$ cat config.mk
export PLATFORM = sky130hd
export DESIGN_NAME = csr_arbiter
export DESIGN_NICKNAME = d
export VERILOG_FILES = /design/src/rtl/csr_arb_pkg.sv /design/src/rtl/csr_rr_pick.sv /design/src/rtl/csr_arbiter.sv
export SDC_FILE = /design/constraint.sdc
export NUM_CORES = 1
export LEC_CHECK = 0
export CORE_AREA = 2 2 117 119
export CTS_CLUSTER_SIZE = 14
export DETAILED_ROUTE_END_ITERATION = 12
export DIE_AREA = 0 0 119 121
export MAX_ROUTING_LAYER = met4
export PLACE_DENSITY = 0.67
export SYNTH_ARGS = -nofsm -noshare
export SYNTH_HDL_FRONTEND = slang
export SYNTH_SLANG_ARGS = --single-unit
$ cat constraint.sdc
create_clock -name clk_i -period 3.6 [get_ports clk_i]
set_input_delay 1.08 -clock clk_i [delete_from_list [all_inputs] [get_ports clk_i]]
set_output_delay 1.08 -clock clk_i [all_outputs]
set_load 0.01 [all_outputs]
$ cat src/rtl/csr_arb_pkg.sv
`default_nettype none
// ============================================================================
// Module      : csr_arb_pkg
// Description : Shared types for the CSR arbiter (state encoding).
// Revision    : 1.0 - initial release
// ============================================================================
package csr_arb_pkg;

   // IDLE grants new requests; WAIT_RSP holds the slave for one pending read.
   typedef enum logic [0:0] {
      IDLE     = 1'b0,
      WAIT_RSP = 1'b1
   } arb_state_e;

endpackage
`default_nettype wire

$ cat src/rtl/csr_rr_pick.sv
`default_nettype none
// ============================================================================
// Module      : csr_rr_pick
// Description : Combinational circular priority picker. Returns the first
//               set bit of 'valid' searching upward from 'start' with
//               wrap-around, and whether any bit was set at all.
// Revision    : 1.0 - initial release
// ============================================================================
module csr_rr_pick #(
   parameter int NumReq  = 2,
   parameter int IdWidth = $clog2(NumReq)
) (
   input  logic [NumReq-1:0]  valid,
   input  logic [IdWidth-1:0] start,
   output logic [IdWidth-1:0] win,
   output logic               found
);

   // Walk the requesters in circular order from 'start'; the first valid wins.
   always_comb begin
      int idx;
      win   = '0;
      found = 1'b0;
      idx   = 0;
      for (int i = 0; i < NumReq; i++) begin
         idx = int'(start) + i;
         if (idx >= NumReq) begin
            idx = idx - NumReq;
         end
         for (int k = 0; k < NumReq; k++) begin
            if (!found && (k == idx) && valid[k]) begin
               found = 1'b1;
               win   = IdWidth'(k);
            end
         end
      end
   end

endmodule
`default_nettype wire

$ cat src/rtl/csr_arbiter.sv
`default_nettype none
// ============================================================================
// Module      : csr_arbiter
// Description : Shares one CSR slave port between NumReq requesters. Grants
//               are round-robin and forwarded combinationally; a read whose
//               response is not taken in the grant cycle parks the arbiter
//               in WAIT_RSP until the response completes, with the response
//               routed back to the issuing requester.
// Config      : CSR_ARB_FIXED_PRIO_EN - when defined, lowest index always
//               wins and no round-robin pointer exists.
// Revision    : 1.0 - initial release
// ============================================================================
module csr_arbiter
   import csr_arb_pkg::*;
#(
   parameter int NumReq       = 2,
   parameter int CsrDataWidth = 32,
   parameter int CsrAddrWidth = 32,
   parameter int IdWidth      = $clog2(NumReq)
) (
   input  logic                                 clk_i,
   input  logic                                 rst_ni,
   // requester side
   input  logic [NumReq-1:0][CsrDataWidth-1:0]  s_req_data_i,
   input  logic [NumReq-1:0][CsrAddrWidth-1:0]  s_req_addr_i,
   input  logic [NumReq-1:0]                    s_req_write_i,
   input  logic [NumReq-1:0]                    s_req_valid_i,
   output logic [NumReq-1:0]                    s_req_ready_o,
   output logic [NumReq-1:0][CsrDataWidth-1:0] s_rsp_data_o,
   output logic [NumReq-1:0]                    s_rsp_valid_o,
   input  logic [NumReq-1:0]                    s_rsp_ready_i,
   // CSR slave side
   output logic [CsrDataWidth-1:0]              m_req_data_o,
   output logic [CsrAddrWidth-1:0]              m_req_addr_o,
   output logic                                 m_req_write_o,
   output logic                                 m_req_valid_o,
   input  logic                                 m_req_ready_i,
   input  logic [CsrDataWidth-1:0]              m_rsp_data_i,
   input  logic                                 m_rsp_valid_i,
   output logic                                 m_rsp_ready_o,
   // status
   output logic                                 arb_busy_o,
   output logic [IdWidth-1:0]                   arb_owner_o
);

   arb_state_e         state_q, state_d;
   logic [IdWidth-1:0] owner_q, owner_d;
   logic               hold_valid_q, hold_valid_d;
   logic [IdWidth-1:0] hold_id_q, hold_id_d;

   logic [IdWidth-1:0] pick_start;
   logic [IdWidth-1:0] pick_win;
   logic               pick_found;
   logic [IdWidth-1:0] win;
   logic               win_valid;
   logic [IdWidth-1:0] next_ptr;

`ifdef CSR_ARB_FIXED_PRIO_EN
   // Fixed priority: the search always starts at requester 0.
   assign pick_start = '0;
`else
   logic [IdWidth-1:0] rr_ptr_q, rr_ptr_d;

   // Round-robin pointer: the requester after the last accepted one goes first.
   always_ff @(posedge clk_i or negedge rst_ni) begin
      if (!rst_ni) begin
         rr_ptr_q <= '0;
      end else begin
         rr_ptr_q <= rr_ptr_d;
      end
   end

   assign pick_start = rr_ptr_q;
`endif

   csr_rr_pick #(
      .NumReq  (NumReq),
      .IdWidth (IdWidth)
   ) u_pick (
      .valid (s_req_valid_i),
      .start (pick_start),
      .win   (pick_win),
      .found (pick_found)
   );

   // A stalled grant is pinned to its requester so fields stay stable.
   assign win       = hold_valid_q ? hold_id_q : pick_win;
   assign win_valid = hold_valid_q | pick_found;

   // Pointer successor of the current winner, wrapping at NumReq.
   always_comb begin
      int nxt;
      nxt = int'(win) + 1;
      if (nxt >= NumReq) begin
         nxt = 0;
      end
      next_ptr = IdWidth'(nxt);
   end

   // State, read owner and grant-hold registers.
   always_ff @(posedge clk_i or negedge rst_ni) begin
      if (!rst_ni) begin
         state_q      <= IDLE;
         owner_q      <= '0;
         hold_valid_q <= 1'b0;
         hold_id_q    <= '0;
      end else begin
         state_q      <= state_d;
         owner_q      <= owner_d;
         hold_valid_q <= hold_valid_d;
         hold_id_q    <= hold_id_d;
      end
   end

   // Next-state and all port outputs; everything reads 0 while in reset.
   always_comb begin
      state_d       = state_q;
      owner_d       = owner_q;
      hold_valid_d  = 1'b0;
      hold_id_d     = '0;
`ifndef CSR_ARB_FIXED_PRIO_EN
      rr_ptr_d      = rr_ptr_q;
`endif
      s_req_ready_o = '0;
      s_rsp_data_o  = '0;
      s_rsp_valid_o = '0;
      m_req_data_o  = '0;
      m_req_addr_o  = '0;
      m_req_write_o = 1'b0;
      m_req_valid_o = 1'b0;
      m_rsp_ready_o = 1'b0;
      arb_busy_o    = 1'b0;
      arb_owner_o   = '0;

      if (rst_ni) begin
         s_rsp_data_o = {NumReq{m_rsp_data_i}};
         case (state_q)
            IDLE: begin
               arb_owner_o   = win;
               // Without a read handshake this cycle, stray responses drop.
               m_rsp_ready_o = 1'b1;
               if (win_valid) begin
                  m_req_valid_o      = 1'b1;
                  m_req_data_o       = s_req_data_i[win];
                  m_req_addr_o       = s_req_addr_i[win];
                  m_req_write_o      = s_req_write_i[win];
                  s_req_ready_o[win] = m_req_ready_i;
                  if (m_req_ready_i) begin
`ifndef CSR_ARB_FIXED_PRIO_EN
                     rr_ptr_d = next_ptr;
`endif
                     if (!s_req_write_i[win]) begin
                        s_rsp_valid_o[win] = m_rsp_valid_i;
                        m_rsp_ready_o      = s_rsp_ready_i[win];
                        if (!(m_rsp_valid_i && s_rsp_ready_i[win])) begin
                           owner_d = win;
                           state_d = WAIT_RSP;
                        end
                     end
                  end else begin
                     hold_valid_d = 1'b1;
                     hold_id_d    = win;
                  end
               end
            end
            WAIT_RSP: begin
               arb_busy_o             = 1'b1;
               arb_owner_o            = owner_q;
               s_rsp_valid_o[owner_q] = m_rsp_valid_i;
               m_rsp_ready_o          = s_rsp_ready_i[owner_q];
               if (m_rsp_valid_i && s_rsp_ready_i[owner_q]) begin
                  state_d = IDLE;
               end
            end
            default: begin
               state_d = IDLE;
            end
         endcase
      end
   end

   // next_ptr is only consumed by the round-robin pointer.
`ifdef CSR_ARB_FIXED_PRIO_EN
   logic unused_next_ptr;
   assign unused_next_ptr = ^next_ptr;
`endif

endmodule
`default_nettype wire

==> metrics.md <==
| Metric | Value |
|---|---|
| Outcome | completed |
| Maximum VDD drop | 0.1382 mV |
| Mux contribution to synthesized area | 0.01709 |
| Slew Limit Fails | 0 |
| Post-synthesis cell count | roughly 340 |
| Fill cell count | ~1300 |
| Drc violations | 0 |
| Synth Area in Adders | 0 |
| Synth warn | 0 |
| Initial antenna violation count | 0 |
| Final period utilization | 0.9889 |
| Startpoint Class | primary input |
| First-pass GRT wire length | ~17 mm |
| # diodes | 0 |
| Core area | 13090 um^2 |
| Area growth from synthesis to final layout | 176.3% |
| Largest net degree at the start of global routing | 41 |
| Compound-Gate Fraction of Synth Area | 0.2283 |
| CTS tree | yes |
| Tmin final | around 3.6 ns |
| Gp weighted congestion | 0.8717 |
| Routed wire per std cell | 14.93 um |
| Grt ovf | 0 |
| Iter 0 DRT Violations | 100 |
| Final setup TNS | 0 ns |
| Mapped Nets | 505 |
| Seq/Total Area, Yosys | 0.06835 |
| Clk_skew | between 0.002 and 0.003 ns |
| GRT Overall Usage | 0.1541 |
| CTS clk-pin slew, worst paths | approximately 0.030 ns |
| Worst-margin pin slew | about 0.33 ns |
| Worst-Skew Late Latency | between 0.2 and 0.25 ns |
| RSZ-0062 raised after global routing | no |
| Leak Pwr | around 0.0023 uW |
| CP Class | primary input to primary output |
| PnR Total Power | ~1300 uW |
| Post-DP HPWL | between 8 and 9 mm |
| Post-Synth Simple-Gate Area | 0.4586 |
| WP data required | between 2 and 3 ns |
| # IOs | 307 |
| Netlist Area Pre-Place | roughly 1800 um^2 |
| Commonest cells after routing, fill and taps aside | clkdlybuf4s50_1, nand2_1, a21oi_1 |
| Die W | around 120 um |
| ANT nets after route | 0 |
| Drt first pass iters | 4 |
| Worst hold path type | flip-flop to flip-flop |
| Routed WL | ~12 mm |
| Count of final hold-check violations | 0 |
| CP arrival | 2.48 ns |
| Number of max-cap violations | 0 |
| CTS H-tree depth | 1 |
| Layout cells sized above 1 | 0.1811 |
| Synth Area per Inst | 5.464 um^2 |
| Element type at the critical path end | primary output |
| Chip Height | approximately 120 um |
| CTS max path bufs | 2 |
| Vias in the first global route | 3304 |
| Synth Area in XOR/XNOR | 0 |
| Clock Root Buffer | clkbuf_16 |
| Slew HR | 0.7805 |
| Drt via density | ~4.2 |
| Port bufs | ~300 |
| Vias | ~3300 |
| CTS sink count | 5 |
| CP Max Fanout | 5 |
| Final nets | approximately 800 |
| Die ar. | between 10000 and 15000 um^2 |
| Fin Hold WS | 0.5923 ns |
| Max Freq | between 200 and 300 MHz |
| Final setup fails | 0 |
| Largest family of logic cells by synthesized area | simple AND/OR/NAND/NOR gates |
| Netlist cell types | 30 |
| Most common cell after layout, fill and taps aside | clkdlybuf4s50_1 |
| Initial Utilization | 0.1399 |
| Power per standard cell area | 256.5 nW/um^2 |
| Seq cells post-synth | 5 |
| Num CTS Buffers | 3 |
| Row cnt | 42 |
## timing repair
action                                  4_1_cts  5_1_grt
gates resized for setup                     194       68
pin swaps                                     2        1
endpoints found under the setup margin      137       65
gates cloned                                  6        0
endpoints found under the hold margin         0        0
hold buffers                                  0        0
setup buffers                                13        1
## state kept, by name, summed over array words and instances, names as in the netlist
name,count
hold_id_q,1
hold_valid_q,1
owner_q,1
pick_start,1
state_q,1
## area by class of cell
cell class / count / area (um^2) / share of cell area
timing repair buffer: 342 / 3284 / 0.6493
clock buffer: 4 / 78.83 / 0.01558
sequential: 5 / 125.1 / 0.02473
multi-input combinational: 269 / 1335 / 0.2639
tap: 176 / 220.2 / 0.04353
inverter: 4 / 15.01 / 0.002968
## cells in the mapped netlist, drive strengths merged
cell | n | area [um^2]
nor3 | 1 | 5.000
mux2i | 2 | 20.02
o211a | 1 | 10.01
dfrtp | 5 | 125.1
o2111ai | 1 | 8.760
a41oi | 2 | 17.52
nor2 | 5 | 18.77
a21o | 1 | 7.510
mux2 | 1 | 11.26
clkbuf | 4 | 15.01
nand2b | 2 | 12.51
nand3 | 3 | 15.01
buf | 53 | 386.6
nor2b | 2 | 12.51
and3b | 1 | 8.760
and4 | 1 | 8.760
nand4b | 1 | 8.760
or3 | 3 | 23.77
a21oi | 67 | 335.3
and2 | 35 | 219.0
a2bb2oi | 1 | 8.760
inv | 4 | 15.01
o21ai | 3 | 18.76
nand2 | 135 | 506.7
a21boi | 1 | 11.26
## per-stage QoR
stage | setup slack [ns] | util | instance area, um^2 | cells
6_report | 0.03990 | 0.3866 | 5059 | 800
5_1_grt | 0.002107 | 0.3866 | 5059 | 800
4_1_cts | -0.003723 | 0.4015 | 5254 | 799
3_5_place_dp | -0.5501 | 0.3766 | 4927 | 776
3_3_place_gp | -0.5366 | 0.3766 | 4927 | 776
2_1_floorplan | 0.5224 | - | 1831 | 335
## metal layers
layer / part of all wire / vias up / GRT usage
met5: 0 / - / -
met4: 0.014 / 0 / 0.03274
met3: 0.060 / 18 / 0.02209
met2: 0.51 / 173 / 0.2777
met1: 0.42 / 1521 / 0.1825
li1: - / 1631 / -
## worst paths after layout
kind / endpoint / from / slack, ns / cells past startpoint
worst min register to register: pick_start / pick_start / 0.59 / 1
worst min-delay path: pick_start / pick_start / 0.59 / 1
worst max-delay path: m_rsp_ready_o / s_req_valid_i[0] / 0.04 / 8
max in group asynchronous: pick_start / rst_ni / 2.41 / 2
worst max register to register: pick_start / hold_valid_q / 1.88 / 8
min in group asynchronous: state_q / rst_ni / 1.05 / 2
## worst max-delay path, stage by stage
cell and delay, ns:
clkdlybuf4s15_1 0.21, nor2b_4 0.16, o21ai_4 0.20, buf_6 0.13, buf_4 0.10, mux2i_1 0.20, o211a_1 0.17, clkdlybuf4s15_2 0.22
## logic make-up (layout without fill, tap and decap cells)
kind of cell,after synthesis,count (layout)
buffers and inverters,61,350
multiplexers,3,3
flip-flops,5,5
AND/OR/NAND/NOR,189,189
AO/OA/AOI/OAI,77,77
## power by group
group | switching (uW) | internal, uW
registers | 16.7 | 67.0
logic | 451 | 575
clock network | 40.6 | 147
Power figures use the tool's default switching activity.
